### config.mk
export PLATFORM = sky130hd
export DESIGN_NAME = usb_token_rx_ctrl_flat
export DESIGN_NICKNAME = d
export VERILOG_FILES = /design/src/rtl/usb_token_rx_ctrl_pkg.sv /design/src/rtl/usb_token_rx_ctrl_if.sv /design/src/rtl/usb_token_rx_ctrl_bit_counter.sv /design/src/rtl/usb_token_rx_ctrl.sv /design/src/flat_wrapper.sv
export SDC_FILE = /design/constraint.sdc
export NUM_CORES = 1
export LEC_CHECK = 0
export CORE_UTILIZATION = 40
export DETAILED_ROUTE_END_ITERATION = 10
export PLACE_DENSITY = 0.61
export SETUP_SLACK_MARGIN = 0.2
export SLEW_MARGIN = 20
export SYNTH_ARGS = -nofsm -noshare
export SYNTH_HDL_FRONTEND = slang
export SYNTH_HIERARCHICAL = 1
export SYNTH_SLANG_ARGS = --single-unit
### constraint.sdc
create_clock -name clk -period 1.6 [get_ports clk]
set_input_delay 0.32 -clock clk [delete_from_list [all_inputs] [get_ports clk]]
set_output_delay 0.32 -clock clk [all_outputs]
set_load 0.1 [all_outputs]
### src/rtl/usb_token_rx_ctrl_pkg.sv
// Shared types and constants for the USB token receive controller.
// Covers the controller FSM state encoding and the token field geometry.
package usb_token_rx_ctrl_pkg;

  localparam int DEF_ADDR_W = 7;
  localparam int DEF_ENDP_W = 4;
  localparam int DEF_CRC_W  = 5;
  localparam int TOKEN_BITS = DEF_ADDR_W + DEF_ENDP_W + DEF_CRC_W;
  localparam int CNT_W      = 5;

  typedef enum logic [1:0] {
    ST_IDLE     = 2'd0,
    ST_SHIFT    = 2'd1,
    ST_SETTLE   = 2'd2,
    ST_WAIT_EOP = 2'd3
  } rx_state_e;

endpackage

### src/rtl/usb_token_rx_ctrl_if.sv
// Token receive bundle: bit-stream inputs, CRC5 unit handshake and token results.
// master drives the stream and CRC flag, slave is the token controller.
interface usb_token_rx_ctrl_if #(
  parameter int ADDR_W = 7,
  parameter int ENDP_W = 4
);
  logic              token_start;
  logic              bit_valid;
  logic              d_bit;
  logic              eop;
  logic              crc_ok;
  logic              crc_clear;
  logic              shift_enable;
  logic [ADDR_W-1:0] addr;
  logic [ENDP_W-1:0] endp;
  logic              token_valid;
  logic              token_error;
  logic              busy;

  modport master (
    output token_start, bit_valid, d_bit, eop, crc_ok,
    input  crc_clear, shift_enable, addr, endp, token_valid, token_error, busy
  );

  modport slave (
    input  token_start, bit_valid, d_bit, eop, crc_ok,
    output crc_clear, shift_enable, addr, endp, token_valid, token_error, busy
  );
endinterface

### src/rtl/usb_token_rx_ctrl_bit_counter.sv
// Token bit counter with synchronous clear, count enable and terminal-count flag.
module usb_token_rx_ctrl_bit_counter #(
  parameter int W    = 5,
  parameter int LAST = 15
) (
  input  logic         clk,
  input  logic         n_rst,
  input  logic         clear,
  input  logic         enable,
  output logic [W-1:0] count,
  output logic         terminal
);

  // Counts accepted token bits; clear has priority over enable.
  always_ff @(posedge clk or negedge n_rst) begin
    if (!n_rst) begin
      count <= '0;
    end else if (clear) begin
      count <= '0;
    end else if (enable) begin
      count <= count + W'(1);
    end else begin
      count <= count;
    end
  end

  assign terminal = (count == W'(LAST));

endmodule

### src/rtl/usb_token_rx_ctrl.sv
// Receive-side token sequencer: feeds ADDR/ENDP/CRC5 bits to the external CRC5 unit,
// captures ADDR/ENDP and reports a valid or erroneous token at end of packet.
module usb_token_rx_ctrl
  import usb_token_rx_ctrl_pkg::*;
#(
  parameter int ADDR_W = DEF_ADDR_W,
  parameter int ENDP_W = DEF_ENDP_W,
  parameter int CRC_W  = DEF_CRC_W
) (
  input logic                clk,
  input logic                n_rst,
  usb_token_rx_ctrl_if.slave rx
);

  localparam int FIELD_W    = ADDR_W + ENDP_W;
  localparam int TOTAL_BITS = FIELD_W + CRC_W;

  rx_state_e          state_r;
  logic               ok_r;
  logic               valid_r;
  logic               error_r;
  logic               busy_r;
  logic [FIELD_W-1:0] field_r;
  logic [FIELD_W-1:0] field_next_s;
  logic [ADDR_W-1:0]  addr_r;
  logic [ENDP_W-1:0]  endp_r;
  logic [CNT_W-1:0]   count_s;
  logic               terminal_s;
  logic               shift_en_s;
  logic               advance_s;
  logic               capture_s;
  logic               last_field_s;
  logic               last_bit_s;
  logic               ok_sel_s;

  assign rx.crc_clear    = rx.token_start;
  assign shift_en_s      = rx.bit_valid & (state_r == ST_SHIFT) & ~rx.token_start;
  assign rx.shift_enable = shift_en_s;

  // A bit that coincides with eop is not part of the token and is never counted.
  assign advance_s    = shift_en_s & ~rx.eop;
  assign capture_s    = advance_s & (count_s < CNT_W'(FIELD_W));
  assign last_field_s = advance_s & (count_s == CNT_W'(FIELD_W - 1));
  assign last_bit_s   = advance_s & terminal_s;
  assign field_next_s = {rx.d_bit, field_r[FIELD_W-1:1]};

  // In SETTLE the CRC flag is taken live; afterwards the latched copy is used.
  assign ok_sel_s = (state_r == ST_SETTLE) ? rx.crc_ok : ok_r;

  usb_token_rx_ctrl_bit_counter #(
    .W    (CNT_W),
    .LAST (TOTAL_BITS - 1)
  ) u_bit_counter (
    .clk      (clk),
    .n_rst    (n_rst),
    .clear    (rx.token_start),
    .enable   (advance_s),
    .count    (count_s),
    .terminal (terminal_s)
  );

  // LSB-first field shift register; ADDR/ENDP are published on the last field bit.
  always_ff @(posedge clk or negedge n_rst) begin
    if (!n_rst) begin
      field_r <= '0;
      addr_r  <= '0;
      endp_r  <= '0;
    end else if (capture_s) begin
      field_r <= field_next_s;
      if (last_field_s) begin
        addr_r <= field_next_s[ADDR_W-1:0];
        endp_r <= field_next_s[FIELD_W-1:ADDR_W];
      end else begin
        addr_r <= addr_r;
        endp_r <= endp_r;
      end
    end else begin
      field_r <= field_r;
      addr_r  <= addr_r;
      endp_r  <= endp_r;
    end
  end

  // Packet sequencer with registered result pulses and busy flag.
  always_ff @(posedge clk or negedge n_rst) begin
    if (!n_rst) begin
      state_r <= ST_IDLE;
      ok_r    <= 1'b0;
      valid_r <= 1'b0;
      error_r <= 1'b0;
      busy_r  <= 1'b0;
    end else begin
      valid_r <= 1'b0;
      error_r <= 1'b0;
      if (rx.token_start) begin
        // A new PID abandons whatever packet was in flight without a result.
        state_r <= ST_SHIFT;
        ok_r    <= 1'b0;
        busy_r  <= 1'b1;
      end else begin
        case (state_r)
          ST_IDLE: begin
            state_r <= ST_IDLE;
          end
          ST_SHIFT: begin
            if (rx.eop) begin
              error_r <= 1'b1;
              busy_r  <= 1'b0;
              state_r <= ST_IDLE;
            end else if (last_bit_s) begin
              state_r <= ST_SETTLE;
            end else begin
              state_r <= ST_SHIFT;
            end
          end
          ST_SETTLE, ST_WAIT_EOP: begin
            ok_r <= ok_sel_s;
            if (rx.eop) begin
              valid_r <= ok_sel_s;
              error_r <= ~ok_sel_s;
              busy_r  <= 1'b0;
              state_r <= ST_IDLE;
            end else if (rx.bit_valid) begin
              error_r <= 1'b1;
              busy_r  <= 1'b0;
              state_r <= ST_IDLE;
            end else begin
              state_r <= ST_WAIT_EOP;
            end
          end
          default: begin
            busy_r  <= 1'b0;
            state_r <= ST_IDLE;
          end
        endcase
      end
    end
  end

  assign rx.addr        = addr_r;
  assign rx.endp        = endp_r;
  assign rx.token_valid = valid_r;
  assign rx.token_error = error_r;
  assign rx.busy        = busy_r;

endmodule

### src/flat_wrapper.sv
// flat-port wrapper written by rule: the top's interface ports become plain ports
module usb_token_rx_ctrl_flat import usb_token_rx_ctrl_pkg::*;
#(
  parameter int ADDR_W = DEF_ADDR_W,
  parameter int ENDP_W = DEF_ENDP_W,
  parameter int CRC_W  = DEF_CRC_W
)
  (clk, n_rst, rx_token_start, rx_bit_valid, rx_d_bit, rx_eop, rx_crc_ok, rx_crc_clear, rx_shift_enable, rx_addr, rx_endp, rx_token_valid, rx_token_error, rx_busy);
  usb_token_rx_ctrl_if #(.ADDR_W(ADDR_W), .ENDP_W(ENDP_W)) rx_i ();
  input logic clk;
  input logic n_rst;
  input wire logic [$bits(rx_i.token_start)-1:0] rx_token_start;
  input wire logic [$bits(rx_i.bit_valid)-1:0] rx_bit_valid;
  input wire logic [$bits(rx_i.d_bit)-1:0] rx_d_bit;
  input wire logic [$bits(rx_i.eop)-1:0] rx_eop;
  input wire logic [$bits(rx_i.crc_ok)-1:0] rx_crc_ok;
  output wire logic [$bits(rx_i.crc_clear)-1:0] rx_crc_clear;
  output wire logic [$bits(rx_i.shift_enable)-1:0] rx_shift_enable;
  output wire logic [$bits(rx_i.addr)-1:0] rx_addr;
  output wire logic [$bits(rx_i.endp)-1:0] rx_endp;
  output wire logic [$bits(rx_i.token_valid)-1:0] rx_token_valid;
  output wire logic [$bits(rx_i.token_error)-1:0] rx_token_error;
  output wire logic [$bits(rx_i.busy)-1:0] rx_busy;
  assign rx_i.token_start = rx_token_start;
  assign rx_i.bit_valid = rx_bit_valid;
  assign rx_i.d_bit = rx_d_bit;
  assign rx_i.eop = rx_eop;
  assign rx_i.crc_ok = rx_crc_ok;
  assign rx_crc_clear = rx_i.crc_clear;
  assign rx_shift_enable = rx_i.shift_enable;
  assign rx_addr = rx_i.addr;
  assign rx_endp = rx_i.endp;
  assign rx_token_valid = rx_i.token_valid;
  assign rx_token_error = rx_i.token_error;
  assign rx_busy = rx_i.busy;
  usb_token_rx_ctrl #(.ADDR_W(ADDR_W), .ENDP_W(ENDP_W), .CRC_W(CRC_W)) u_core (.clk(clk), .n_rst(n_rst), .rx(rx_i));
endmodule
==> impl_metrics.py <==
metrics = {
    "setup_path": {
        "cp_max_fo": 2,
        "worstSetupPathType": "reg -> out",
        "critPathLaunchType": "register",
        "critPathArrivalTime_ns": 1.44,
        "crit_required_ns": 1.28,
        "worstSetupEndpointType": "output port",
    },
    "yosys": {
        "synth_area_um2": 1460,
        "syn_inst": 108,
        "synth-xor-area-share": 0.00599,
        "yosysUniqueCellTypes": 34,
        "synth_edf_count": 0,
        "synth_seq_cells": 32,
        "async_flop_share": 1.00,
        "synth_top_family_by_area": "multiplexers",
        "synth_simple_gate_area_frac": 0.116,
        "synth-adder-area-share": 0.0171,
        "yosysSeqAreaShare": 0.547,
        "synth_mux_area_frac": 0.192,
        "synth_flop_cell": "dfrtp_1",
        "syn_area_per_cell_um2": 13.5,
        "synth-warning-count": 6,
        "synth_fp_nets": 117,
        "synth_compound_area_frac": 0.0753,
    },
    "route": {
        "viasPerCell": 4.88,
        "wl_um": 2780,
        "drc": 0,
        "wire_per_inst_um": 13.7,
        "drt_iter0_markers": 17,
        "drtPass1Iterations": 4,
        "vias": 991,
        "ant_nets": 0,
    },
    "grt": {
        "grt_pass1_wl_um": 4910,
        "antenna_found_initial": 0,
        "grt_overflow": 0,
        "grt_max_degree": 33,
        "gr-usage-all-layers": 0.163,
        "grt_pass1_vias": 1057,
    },
    "cts": {
        "insertion_delay_ns": 0.32,
        "ctsHoldBuffers": 0,
        "clockBufferDepth": 2,
        "tritoncts": "yes",
        "clk_pin_slew_ns": 0.10,
        "cts_max_level": 2,
        "ctsRootBufferMaster": "clkbuf_4",
        "cts_buffers": 5,
        "clock_sinks": 32,
    },
    "cells_and_area": {
        "antenna_cells": 0,
        "fin_nets": 165,
        "drive_above_1_share": 0.580,
        "fin_util": 0.683,
        "syn2layout_area_growth_pct": 59.5,
    },
    "run": {
        "maxCapViolations": 0,
    },
    "floorplan": {
        "initial_core_util": 0.428,
        "die_x_um": 62.5,
        "die_area_um2": 3900,
        "io_pins": 23,
        "core_area_um2": 3420,
        "chipHeight_um": 62.5,
        "num_rows": 21,
    },
    "sta": {
        "tns_ns": -1.81,
        "slew_violations": 0,
        "post-route-min-period_ns": 1.76,
        "finalHoldViolCount": 0,
        "max_freq_mhz": 568,
        "setup-violations-final": 22,
        "relSlewSlack": 0.738,
        "finalCritPeriodShare": 1.10,
        "rsz0062_at_grt": "yes",
        "max_slew.worst_pin.slew_ns": 0.394,
        "setup_ws_ns": -0.162,
        "finClkSkew_ns": 0.00968,
    },
    "power_and_ir_drop": {
        "p_per_area_nw_per_um2": 797,
        "ir_worst_vdd_mv": 0.510,
        "p_leak_nw": 1.05,
    },
    "outcome": {
        "status": "complete, but fails checks",
        "violations": "setup timing",
    },
    "placement": {
        "dp_hpwl_um": 1850,
        "dp_slack_ns": -0.437,
        "gp_congestion": 0.732,
        "port_buffers": 22,
    },
    "min_path": {
        "min_path_type": "in -> async",
    },
}
## placed cells by master, fill, tap and decap left out, types with 2 or more instances in the layout
master,n
buf_6,5
nor2_4,2
dfrtp_1,31
nor3_1,2
clkbuf_4,5
mux2_4,22
inv_1,2
a21oi_1,3
buf_4,19
clkdlybuf4s50_1,4
dlygate4sd2_1,2
buf_12,18
ha_4,2
nor2_1,7
nand2_1,2
mux2i_1,3
nand3b_1,2
## final cells by class
type | count | area [um^2]
Timing Repair Buffer | 48 | 617
Clock buffer | 6 | 41.3
Inverter | 3 | 11.3
Multi-Input combinational cell | 66 | 769
Sequential cell | 32 | 802
Tap cell | 46 | 57.6
Clock inverter | 2 | 35.0
Fill cell | 242 | 1080
## registers in the layout, indices dropped and copies added, names as in the netlist
register / flops
u_core/rx.endp: 4
u_core/field_r: 10
u_core/state_r: 2
u_core/ok_r: 1
u_core/rx.busy: 1
u_core/rx.token_error: 1
u_core/u_bit_counter/count: 5
u_core/rx.token_valid: 1
u_core/rx.addr: 7
## Yosys cell counts, types with 2 or more instances
cell,n,area (um^2)
ha_1,2,25.0
nor2_1,9,33.8
dfrtp_1,32,801
inv_1,3,11.3
nand2_1,2,7.51
nand3b_1,2,15.0
a21oi_1,4,20.0
o21ai_0,2,10.0
nor3_1,3,15.0
mux2_2,21,236
buf_6,3,33.8
mux2i_1,3,30.0
## kinds of logic after synthesis
kind of cell             after synthesis
multiplexers                          25
AND/OR/NAND/NOR                       25
adder cells (fa/ha/maj)                2
AO/OA/AOI/OAI                         13
buffers and inverters                 10
XOR/XNOR                               1
flip-flops                            32
## metrics by stage
| stage | hold slack [ns] | power, mW | cell area (um^2) | cells |
|---|---|---|---|---|
| after floorplan | 0.0244 | 1.10 | 1490 | 108 |
| after global placement | 0.492 | 1.19 | 1990 | 183 |
| after detailed placement | 0.502 | 1.20 | 1990 | 183 |
| after CTS | 0.393 | 1.88 | 2310 | 202 |
| after global routing | 0.419 | 1.95 | 2330 | 203 |
| final | 0.392 | 1.86 | 2330 | 203 |
## critical path, cell delays in order, from the launching register on
cell and delay [ns]:
dfrtp_1 0.41, buf_6 0.12, nand3b_1 0.18, buf_6 0.15
nor2_4 0.09, buf_12 0.18
## worst paths after layout
kind | from | endpoint | slack, ns | cells past startpoint
max in group asynchronous | n_rst | u_core/u_bit_counter/count[0] | 0.90 | 2
min in group clk | u_core/field_r[1] | u_core/rx.addr[0] | 0.52 | 1
max reg2reg | u_core/u_bit_counter/count[2] | u_core/rx.addr[1] | -0.12 | 4
min | n_rst | u_core/rx.addr[3] | 0.39 | 2
min reg2reg | u_core/field_r[1] | u_core/rx.addr[0] | 0.52 | 1
max | u_core/state_r[1] | rx_shift_enable | -0.16 | 5
## routing by layer
| layer | up-vias | part of all wire | global-route usage |
|---|---|---|---|
| li1 | 477 | - | - |
| met1 | 490 | 0.44 | 0.206 |
| met2 | 22 | 0.51 | 0.268 |
| met3 | 2 | 0.042 | 0.0493 |
| met4 | 0 | 0.0061 | 0.0494 |
| met5 | - | 0 | 0 |
## power breakdown
part / internal (mW) / switching [mW]
Combinational: 0.188 / 0.140
Clock: 0.327 / 0.259
Sequential: 0.883 / 0.0636
## timing repair
action                     CTS  global route
buffers inserted            11             1
pin swaps                    7             0
gates resized for setup     39             4
setup endpoints to repair   30            29
(Power assumes the default switching activity.)
